==> src/rtl/fifo_write_ctrl_pkg.sv <==
// Shared types and default widths for the async FIFO write-side blocks.
package fifo_pkg;

  localparam int DATA_WIDTH = 8;
  localparam int ADDR_WIDTH = 4;

  typedef enum logic [1:0] {
    EMPTY = 2'd0,
    ONE   = 2'd1,
    TWO   = 2'd2
  } wctrl_state_t;

endpackage

==> src/rtl/fifo_write_ctrl_if.sv <==
// Producer valid/ready stream into the FIFO write front end.
interface fifo_write_ctrl_if #(
  parameter int DATA_WIDTH = fifo_pkg::DATA_WIDTH
);
  logic                  s_valid;
  logic                  s_ready;
  logic [DATA_WIDTH-1:0] s_data;

  // producer side
  modport master (output s_valid, output s_data, input s_ready);
  // write controller side
  modport slave  (input s_valid, input s_data, output s_ready);
endinterface

==> src/rtl/fifo_write_ctrl_sat_counter.sv <==
// Saturating up-counter used for the debug statistics.
module sat_counter #(
  parameter int CNT_WIDTH = 16
) (
  input  logic                 clk,
  input  logic                 rst_n,
  input  logic                 inc,
  output logic [CNT_WIDTH-1:0] count
);

  // count up on inc, stick at all-ones
  always_ff @(posedge clk or negedge rst_n) begin
    if (!rst_n)
      count <= '0;
    else if (inc && (count != {CNT_WIDTH{1'b1}}))
      count <= count + 1'b1;
  end

endmodule

==> src/rtl/fifo_write_ctrl.sv <==
// Write-side front end of the async FIFO: 2-entry skid buffer between a
// valid/ready producer and the winc/wdata pair, plus debug counters.
//
// state | meaning
// ------+---------------------------------------------
// EMPTY | no word buffered
// ONE   | one word in head
// TWO   | head and tail both hold words, s_ready low
module fifo_write_ctrl
  import fifo_pkg::*;
#(
  parameter int DATA_WIDTH = fifo_pkg::DATA_WIDTH,
  parameter int CNT_WIDTH  = 16
) (
  input  logic                  clk,
  input  logic                  rst_n,
  fifo_write_ctrl_if.slave      s,
  input  logic                  halt,
  input  logic                  wfull,
  output logic                  winc,
  output logic [DATA_WIDTH-1:0] wdata,
  output logic [CNT_WIDTH-1:0]  wr_count,
  output logic [CNT_WIDTH-1:0]  stall_count
);

  localparam logic [1:0] ST_EMPTY = EMPTY;
  localparam logic [1:0] ST_ONE   = ONE;
  localparam logic [1:0] ST_TWO   = TWO;

  logic [1:0]            state;
  logic [1:0]            state_nxt;
  logic [DATA_WIDTH-1:0] head;
  logic [DATA_WIDTH-1:0] tail;
  logic                  ready;
  logic                  push;
  logic                  pop;
  logic                  stall;

  // ready depends on the state register only, so wfull never reaches s_ready
  assign ready     = (state != ST_TWO) & rst_n;
  assign s.s_ready = ready;
  assign push      = s.s_valid & ready;
  assign winc      = (state != ST_EMPTY) & ~halt & ~wfull;
  assign pop       = winc & ~wfull;
  assign wdata     = head;
  assign stall     = (state != ST_EMPTY) & wfull;

  // next occupancy from push/pop
  always_comb begin
    state_nxt = state;
    case (state)
      ST_EMPTY: if (push)               state_nxt = ST_ONE;
      ST_ONE: begin
        if (push && !pop)               state_nxt = ST_TWO;
        else if (pop && !push)          state_nxt = ST_EMPTY;
      end
      ST_TWO:   if (pop)                state_nxt = ST_ONE;
      default:                          state_nxt = ST_EMPTY;
    endcase
  end

  // occupancy register
  always_ff @(posedge clk or negedge rst_n) begin
    if (!rst_n)
      state <= ST_EMPTY;
    else
      state <= state_nxt;
  end

  // head always feeds wdata; tail only fills when head is still waiting
  always_ff @(posedge clk or negedge rst_n) begin
    if (!rst_n) begin
      head <= '0;
      tail <= '0;
    end else begin
      case (state)
        ST_EMPTY: if (push) head <= s.s_data;
        ST_ONE: begin
          if (push && pop)  head <= s.s_data;
          else if (push)    tail <= s.s_data;
        end
        ST_TWO:   if (pop)  head <= tail;
        default: ;
      endcase
    end
  end

  sat_counter #(.CNT_WIDTH(CNT_WIDTH)) u_wr_cnt (
    .clk   (clk),
    .rst_n (rst_n),
    .inc   (pop),
    .count (wr_count)
  );

  sat_counter #(.CNT_WIDTH(CNT_WIDTH)) u_stall_cnt (
    .clk   (clk),
    .rst_n (rst_n),
    .inc   (stall),
    .count (stall_count)
  );

endmodule

==> src/flat_wrapper.sv <==
// flat-port wrapper written by rule: the top's interface ports become plain ports
module fifo_write_ctrl_flat import fifo_pkg::*;
#(
  parameter int DATA_WIDTH = fifo_pkg::DATA_WIDTH,
  parameter int CNT_WIDTH  = 16
)
  (clk, rst_n, halt, wfull, winc, wdata, wr_count, stall_count, s_s_valid, s_s_data, s_s_ready);
  fifo_write_ctrl_if #(.DATA_WIDTH(DATA_WIDTH)) s_i ();
  input  logic clk;
  input  logic rst_n;
  input  logic halt;
  input  logic wfull;
  output logic winc;
  output logic [DATA_WIDTH-1:0] wdata;
  output logic [CNT_WIDTH-1:0] wr_count;
  output logic [CNT_WIDTH-1:0] stall_count;
  input wire logic [$bits(s_i.s_valid)-1:0] s_s_valid;
  input wire logic [$bits(s_i.s_data)-1:0] s_s_data;
  output wire logic [$bits(s_i.s_ready)-1:0] s_s_ready;
  assign s_i.s_valid = s_s_valid;
  assign s_i.s_data = s_s_data;
  assign s_s_ready = s_i.s_ready;
  fifo_write_ctrl #(.DATA_WIDTH(DATA_WIDTH), .CNT_WIDTH(CNT_WIDTH)) u_core (.clk(clk), .rst_n(rst_n), .s(s_i), .halt(halt), .wfull(wfull), .winc(winc), .wdata(wdata), .wr_count(wr_count), .stall_count(stall_count));
endmodule
==> config.mk <==
export PLATFORM = sky130hd
export DESIGN_NAME = fifo_write_ctrl_flat
export DESIGN_NICKNAME = d
export VERILOG_FILES = /design/src/rtl/fifo_write_ctrl_pkg.sv /design/src/rtl/fifo_write_ctrl_if.sv /design/src/rtl/fifo_write_ctrl_sat_counter.sv /design/src/rtl/fifo_write_ctrl.sv /design/src/flat_wrapper.sv
export SDC_FILE = /design/constraint.sdc
export NUM_CORES = 1
export LEC_CHECK = 0
export CORE_ASPECT_RATIO = 0.8
export CORE_MARGIN = 5
export CORE_UTILIZATION = 30
export DETAILED_ROUTE_END_ITERATION = 10
export GPL_TIMING_DRIVEN = 0
export PLACE_DENSITY_LB_ADDON = 0.1
export SYNTH_ARGS = -nofsm -noshare
export SYNTH_HDL_FRONTEND = slang
export SYNTH_HIERARCHICAL = 1
export SYNTH_SLANG_ARGS = --single-unit
export TNS_END_PERCENT = 30
==> constraint.sdc <==
create_clock -name clk -period 2.4 [get_ports clk]
set_input_delay 0.48 -clock clk [delete_from_list [all_inputs] [get_ports clk]]
set_output_delay 0.48 -clock clk [all_outputs]
set_load 0.02 [all_outputs]
Yosys cells after proc, flatten, opt, wreduce, memory -nomap -nowiden
Index checks and enable logic that the tools add are counted.
Storage, ports and cells
  bits in registers: 50
  output and inout bits: 42
  logic and storage cells: 47
  input port bits: 13
Cells by class
  equal/unequal tests: 9
  add/sub/neg operators: 2
  muxes and demuxes: 9
  bitwise operators: 9
  reduce and logical (&&, ||, !) cells: 13
Operators with widths (number)
  16-bit by 1-bit adder with 16-bit output (second input constant): 2
  16-bit inequality test (second input constant): 2
  8-bit 2-to-1 mux: 3
  8-bit case mux with 3 select lines: 1
  2-bit 2-to-1 mux: 4
  1-bit bitwise AND: 6
  2-bit by 1-bit inequality test with 1-bit output (second input constant): 3
  2-bit case mux with 3 select lines: 1
  3-bit AND reduction: 2
  1-bit logical AND: 5
  4-bit AND reduction: 1
  3-bit by 1-bit inequality test with 1-bit output (second input constant): 1
  1-bit inverter: 3
  3-bit nonzero test: 1
  2-bit by 1-bit equality test with 1-bit output (second input constant): 1
  2-bit equality test (second input constant): 1
  1-bit logical NOT: 2
  2-bit logical NOT: 1
  2-bit inequality test (second input constant): 1
  2-bit nonzero test: 1

Depth between registers and ports, before layout
  word-level depth: 8
  gate-level depth with buffers: 7

Cells and area by module
The synthesis kept the hierarchy.
Modules (own cells, without submodules)
  sat_counter: area an instance 859.6 µm², cells an instance 72, seq. area each 400.4 µm², instances 2
  fifo_write_ctrl: area an instance 893.4 µm², cells an instance 65, seq. area each 450.4 µm², instances 1

Worst setup path after synthesis
Ideal clock, no wire load.
  path type: register to register
  start point: register u_core.state[0]
  end point: register u_core.head[0] (netlist: u_core/wdata[0])
  stages on the path, launching flop included: 6
  data required time: 2277 ps
  data arrival time: 1873 ps
  buffers on the path: 0
  clock period less this slack: 1996 ps
  setup slack: 404 ps
  path through: dfrtp_1 -> o21ai_0 -> inv_1 -> ha_1 -> a211o_4 -> o221a_2
On the way
  longest elaborated chain between the ends: 7
  elaborated cells between the ends (all ways): 17
  those cells by class: eq/ne (6); mux (1); bitwise (5); reduce/logical (5)
RTL lines
  start, declared: line fifo_write_ctrl.sv:30  | logic [1:0] state;
  start signal, assigned: line fifo_write_ctrl.sv:67  | state <= state_nxt;
  2-bit nonzero test *: line fifo_write_ctrl.sv:43  | assign winc = (state != ST_EMPTY) & ~halt & ~wfull;
  1-bit bitwise AND * (2 in a row): line fifo_write_ctrl.sv:43
  via winc: line flat_wrapper.sv:13  | output logic winc;
  1-bit bitwise AND *: line fifo_write_ctrl.sv:44  | assign pop = winc & ~wfull;
  1-bit logical AND: line fifo_write_ctrl.sv:79  | if (push && pop) head <= s.s_data;
  2-bit by 1-bit inequality test with 1-bit output (no source line)
  4-bit AND reduction (no source line) *
  end signal, assigned: line fifo_write_ctrl.sv:77  | ST_EMPTY: if (push) head <= s.s_data;
  end signal, assigned: line fifo_write_ctrl.sv:79
  end signal, assigned: line fifo_write_ctrl.sv:82  | ST_TWO: if (pop) head <= tail;
  end, declared: line fifo_write_ctrl.sv:32  | logic [DATA_WIDTH-1:0] head;
Mark *: on every way through the listed nets, which the timed path passes. The rest lies on a longest branch.
A chain may end at the register's enable or synchronous reset.

Worst setup path after layout
  start point: register u_core.state[0]
  end point: output s_s_ready
On the way
  longest elaborated chain between the ends: 2
RTL lines
  2-bit inequality test: line fifo_write_ctrl.sv:40  | assign ready = (state != ST_TWO) & rst_n;
  1-bit bitwise AND: line fifo_write_ctrl.sv:40
  end, declared: line flat_wrapper.sv:19  | output wire logic [$bits(s_i.s_ready)-1:0] s_s_ready;
Every way passes these cells.

==> run metrics <==
Synth top cells by count=dfrtp_1 (50), nand4_1 (16), nand3_1 (10), o21a_1 (10), xnor2_1 (10); Net Sw Power=1.00 mW; switching share of power=0.347; initial antenna violation count=0; worst slew pin tran=0.518 ns; Seq/Total Area, Yosys=0.479; most numerous cell in the Yosys netlist=dfrtp_1; Syn Area/Cell=12.5 um^2; outcome=finished clean; Placer Congestion=0.739; Setup crit start kind=register; Max Slew Vio Count=0; hpwl dp=4530 um; die width=114 um; nets=290; Die ar.=0.0107 mm^2; worst endpoint data arrival time=1.78 ns; relative max-transition margin=0.655; ys flop type=dfrtp_1; final cell count without fillers=385; largest net degree at the start of global routing=33; syn nets=227; Root Buffer=clkbuf_8; worst path required time=1.92 ns; drt first pass iters=4; Placed Area=0.00331 mm^2; die height=93.5 um; Post-DRT Antenna Nets=0; Worst-Skew Late Latency=0.31 ns; share of cells above drive strength 1=0.205; core area=0.00848 mm^2; P_int=1.88 mW; RSZ-0062 raised after global routing=false; Sequential Power Share=0.444; vias in the first global route=1953; min Tclk post-route=2.26 ns; IO Count=55; Final Hold Vio Count=0; n_diodes=0; Yosys reg bits=50; pwr dens=841 mW/mm^2; Tot GR Track Use=0.126; CTS H-tree depth=2; CTS Buffer Depth=2; largest cells by area after synthesis=dfrtp_1 (48%), nand4_1 (3.8%), mux2_2 (3.4%); row cnt=30; worst-path fanout max=7; Distinct cells, synth=41; CTS tree=done; Crit. End Element=output pin; detailed-route via count=1946; Setup Skew=0.00779 ns; TritonCTS buffer count=5; Sink Count=50; first-pass GRT wire length=10700 um; Reg clk slew, reported paths=0.10 ns; Port Buffer Count=54; placed cells=376; EDFF count, synth=0; Initial DRC Count=93; Synth area leader=dfrtp_1; Synth Cell Area=0.00261 mm^2; Final Core Density=0.404; wire length per cell=16.4 um; Yosys warnings=6; proportion of netlist area held by the largest area contributor=0.479; CTS hold repair buffers=0; drt via density=5.05; Setup-failing EPs final=0; Leakage=1.39 nW; synth-to-layout area growth=31.2%; cell count after synthesis=209; Final Cycle Share=0.940; final wirelength=6310 um; initial core utilization=0.308; worst vdd ir=0.000372 V; Logic pwr share=0.340; DRC=0; Post-synth ARST share=1.00; Finished Cell Area=0.00343 mm^2; max-capacitance violation count=0; Crit Path Category=reg -> out; total gr overflow=0; Clock power frac=0.215; FMAX=443 MHz; Worst Hold Class=in -> async
[per-stage QoR]
stage	hold slack (ns)	total power [mW]	TNS [ns]	setup WS [ns]
floorplan	0.184	1.83	0	0.404
global placement	0.481	2.27	-81.51	-1.89
detailed placement	0.490	2.29	-2.98	-0.399
CTS	0.146	2.93	0	0.0595
global route	0.161	3.07	0	0.0202
finish	0.125	2.88	0	0.143
[worst paths after layout]
kind                       slack (ns)       startpoint  cells after the start                  endpoint
min in group clk                 0.51   u_core/tail[1]                      1            u_core/tail[1]
hold / removal                   0.13            rst_n                      1           u_core/wdata[0]
max in group asynchronous        1.71            rst_n                      2  u_core/u_wr_cnt/count[3]
hold reg to reg                  0.51   u_core/tail[1]                      1            u_core/tail[1]
setup / recovery                 0.14  u_core/state[0]                      3                 s_s_ready
setup reg to reg                 0.36  u_core/state[0]                      6           u_core/wdata[1]
[critical path, cell delays in order, from the launching register on]
cell,delay [ns]
dfrtp_1,0.49
or2b_1,0.28
and2_1,0.17
clkdlybuf4s50_1,0.53
[power by group through the flow]
stage          registers, mW  clock network (mW)  logic [mW]
3_5_place_dp            1.30                   0       0.996
6_report                1.28               0.622       0.981
3_3_place_gp            1.30                   0       0.975
2_1_floorplan           1.42                   0       0.401
4_1_cts                 1.28               0.645       0.998
5_1_grt                 1.32               0.681        1.06
[repair_timing]
item / 4_1_cts / 5_1_grt
endpoints found under the setup margin: 1 / 4
gates resized for setup: 2 / 2
buffers inserted: 1 / 0
[cell families after synthesis]
group | after synthesis | share of synthesized area
muxes | 10 | 0.0431
adders and majority gates | 5 | 0.0239
AOI/OAI and AO/OA | 44 | 0.139
xor gates and xnor gates | 14 | 0.0469
DFF | 50 | 0.479
buffers and inverters | 1 | 0.00144
and+or+nand+nor | 85 | 0.266
[layout make-up]
cell class | instances | area (um^2)
multi-input combinational | 158 | 1360
timing repair buffer | 56 | 562
tap | 112 | 140
clock buffer | 5 | 68.8
fill | 837 | 5050
clock inverter | 3 | 43.8
inverter | 1 | 3.75
sequential | 50 | 1250
[sequential cells by signal, summed over array words and instances, names as in the netlist]
name                      count
u_core/state                  2
u_core/tail                   8
u_core/u_stall_cnt/count     16
u_core/u_wr_cnt/count        16
u_core/wdata                  8
[layer usage]
layer | vias up | part of all wire | GRT usage
li1 | 951 | - | -
met1 | 950 | 0.53 | 0.192
met2 | 40 | 0.41 | 0.172
met3 | 5 | 0.045 | 0.0349
met4 | 0 | 0.0084 | 0.0326
met5 | - | 0 | 0
[cells in the final DEF, fill, tap and decap left out, types with 2 or more instances in the layout]
| master | count |
|---|---|
| a21oi_1 | 7 |
| a31oi_1 | 6 |
| a32oi_1 | 2 |
| and3_1 | 5 |
| and4_1 | 2 |
| and4_2 | 2 |
| and4_4 | 2 |
| and4b_1 | 2 |
| clkbuf_8 | 5 |
| clkdlybuf4s50_1 | 52 |
| dfrtp_1 | 49 |
| ha_1 | 5 |
| mux2_1 | 2 |
| mux2_2 | 8 |
| nand2_1 | 9 |
| nand3_1 | 10 |
| nand3_4 | 2 |
| nand4_1 | 16 |
| nand4_2 | 2 |
| nand4_4 | 2 |
| nor2_1 | 6 |
| nor2_2 | 2 |
| nor3_2 | 2 |
| nor4_4 | 4 |
| o211ai_1 | 2 |
| o21a_1 | 10 |
| o21ai_0 | 4 |
| o221a_2 | 8 |
| o31ai_4 | 2 |
| or2b_1 | 9 |
| xnor2_1 | 10 |
| xor2_1 | 4 |
(Power assumes the default switching activity.)
==> RTL change, RTL diff (same flow settings) <==
`CNT_WIDTH` is set to 16 in 3 places; all go to 24.
--- a/src/rtl/fifo_write_ctrl_sat_counter.sv
+++ b/src/rtl/fifo_write_ctrl_sat_counter.sv
@@ -1,6 +1,6 @@
 // Saturating up-counter used for the debug statistics.
 module sat_counter #(
-  parameter int CNT_WIDTH = 16
+  parameter int CNT_WIDTH = 24
 ) (
   input  logic                 clk,
   input  logic                 rst_n,
--- a/src/rtl/fifo_write_ctrl.sv
+++ b/src/rtl/fifo_write_ctrl.sv
@@ -10,7 +10,7 @@
   import fifo_pkg::*;
 #(
   parameter int DATA_WIDTH = fifo_pkg::DATA_WIDTH,
-  parameter int CNT_WIDTH  = 16
+  parameter int CNT_WIDTH  = 24
 ) (
   input  logic                  clk,
   input  logic                  rst_n,
--- a/src/flat_wrapper.sv
+++ b/src/flat_wrapper.sv
@@ -2,7 +2,7 @@
 module fifo_write_ctrl_flat import fifo_pkg::*;
 #(
   parameter int DATA_WIDTH = fifo_pkg::DATA_WIDTH,
-  parameter int CNT_WIDTH  = 16
+  parameter int CNT_WIDTH  = 24
 )
   (clk, rst_n, halt, wfull, winc, wdata, wr_count, stall_count, s_s_valid, s_s_data, s_s_ready);
   fifo_write_ctrl_if #(.DATA_WIDTH(DATA_WIDTH)) s_i ();
Interface: changed (resized stall_count and wr_count); port bits go from 55 to 71. The function was not compared with the original's and may differ.
==> RTL change against the original RTL <==
Sequential cell count increased by 16. Synthesized area increased by 21%. Synthesized cell count up 24%. Critical path type unchanged. Worst setup slack lost 0.047 ns. Largest power group unchanged. Final area grew 31%. Power up 44%. Wire length up 18%.
==> RTL change: results <==
set metrics [dict create \
    maxSlewViolCount 0 \
    clk_path_buf_depth 2 \
    status "finished clean" \
    async_flop_share 1.00 \
    synth-compound-area-share 0.0762 \
    leakagePower_nw 1.87 \
    dpl_cell_area_um2 4070 \
    max_slew_margin 0.549 \
    fin_nets 363 \
    grt_pass1_vias 2471 \
    cts_buffers 9 \
    vdd_ir_drop_max_v 0.000314 \
    antenna_found_initial 0 \
    drt_first_iter_violations 79 \
    synth_nets 277 \
    ys.flop_type "dfrtp_1" \
    reg2reg_from "u_core/state[1]" \
    skew_ns 0.00419 \
    grt_max_degree 58 \
    wl_per_cell_um 15.2 \
    portBuffers 70 \
    drc_errors 0 \
    post-place-ws_ns -0.431 \
    synth_mux_area_frac 0.0419 \
    yosys.area_share.adder 0.0197 \
    ff2ff_path_depth 6 \
    netlist-cell-type-count 40 \
    insertion_delay_ns 0.33 \
    crit-reg2reg-capture "u_core/wdata[2]" \
    track_usage 0.124 \
    arrival_ns 1.82 \
    path_max_fanout 8 \
    internal_power_w 0.00297 \
    pwr-share-clk 0.368 \
    synthTopCellsByCount "dfrtp_1 (66), xnor2_1 (32), nand3_1 (18)" \
    hold_class "input port to asynchronous set/reset pin" \
    place_hpwl_mm 5.28 \
    diodes 0 \
    clockRootBuffer "clkbuf_16" \
    yosysSeqAreaShare 0.521 \
    path_clk_slew_ns 0.05 \
    drt_pass1_iterations 3 \
    htreeDepth 3 \
    ys_top_cells_by_area "dfrtp_1 (52%), xnor2_1 (8.8%), nand4_1 (3.2%)" \
    ff2ff_setup_slack_ns 0.34 \
    synth-xor-area-share 0.111 \
    top_regs "u_core/u_stall_cnt/count (24), u_core/u_wr_cnt/count (24)" \
    vias 2300 \
    grt_pass1_wl_mm 12.6 \
    gp_congestion 0.736 \
    final_layout_size_suffix_gt1_frac 0.174 \
]
RTL change: cells by family (layout without fill, tap and decap cells):
| family | after synthesis | count (layout) |
|---|---|---|
| xor gates and xnor gates | 40 | 40 |
| and+or+nand+nor | 99 | 99 |
| muxes | 12 | 12 |
| DFF | 66 | 66 |
| adders and majority gates | 5 | 5 |
| buffers and inverters | 7 | 98 |
| AOI/OAI and AO/OA | 30 | 30 |
RTL change: routing by layer:
| layer | track usage | up-vias | routed length [µm] |
|---|---|---|---|
| met5 | 0 | - | 0 |
| met4 | 0.0400 | 0 | 83 |
| met3 | 0.0434 | 9 | 345 |
| met2 | 0.189 | 42 | 3360 |
| met1 | 0.166 | 1114 | 3660 |
| li1 | - | 1135 | - |
RTL change: how the worst max path moves through the flow:
stage / startpoint / end / slack (ns)
final: u_core/state[1] / s_s_ready / 0.1
after global placement: rst_n / u_core/wdata[2] / -2.50
after CTS: halt / winc / 0.04
after detailed placement: halt / u_core/u_wr_cnt/count[12] / -0.43
after floorplan: halt / u_core/u_wr_cnt/count[14] / 0.40
after global routing: wfull / u_core/u_wr_cnt/count[18] / 0.004
RTL change: power by group through the flow:
stage / registers, W / logic (W) / clock network, W
detailed placement: 0.00160 / 0.00107 / 0
floorplan: 0.00174 / 0.000425 / 0
global placement: 0.00159 / 0.00105 / 0
finish: 0.00158 / 0.00106 / 0.00153
CTS: 0.00158 / 0.00107 / 0.00157
global route: 0.00162 / 0.00115 / 0.00162
RTL change: stage by stage:
step / hold slack [ns] / power (W) / TNS [ns] / instances / util
6_report: 0.121 / 0.00417 / 0 / 490 / 0.436
5_1_grt: 0.145 / 0.00439 / 0 / 490 / 0.436
4_1_cts: 0.0148 / 0.00422 / 0 / 486 / 0.431
3_3_place_gp: 0.477 / 0.00264 / -161.93 / 469 / 0.393
2_1_floorplan: 0.184 / 0.00216 / 0 / 259 / -
3_5_place_dp: 0.365 / 0.00267 / -4.61 / 470 / 0.396
RTL change: final cells by class:
| cell class | instances | area (µm²) |
|---|---|---|
| Sequential cell | 66 | 1650 |
| Buffer | 4 | 30.0 |
| Clock inverter | 5 | 100 |
| Fill cell | 952 | 5800 |
| Timing Repair Buffer | 75 | 763 |
| Inverter | 3 | 11.3 |
| Tap cell | 140 | 175 |
| Clock buffer | 11 | 253 |
| Multi-Input combinational cell | 186 | 1500 |
RTL change: worst max-delay path, cell delays in order, from the launching register on:
cell and delay (ns):
dfrtp_1 0.51, or2b_1 0.29, and2_1 0.17, clkdlybuf4s50_1 0.53
RTL change: timing repair:
| action | 4_1_cts | 5_1_grt |
|---|---|---|
| buffers inserted | 0 | 3 |
| gates resized for setup | 4 | 5 |
| setup endpoints to repair | 3 | 9 |
| pin swaps | 0 | 3 |
| hold buffers | 0 | 1 |
| endpoints found under the hold margin | 0 | 13 |
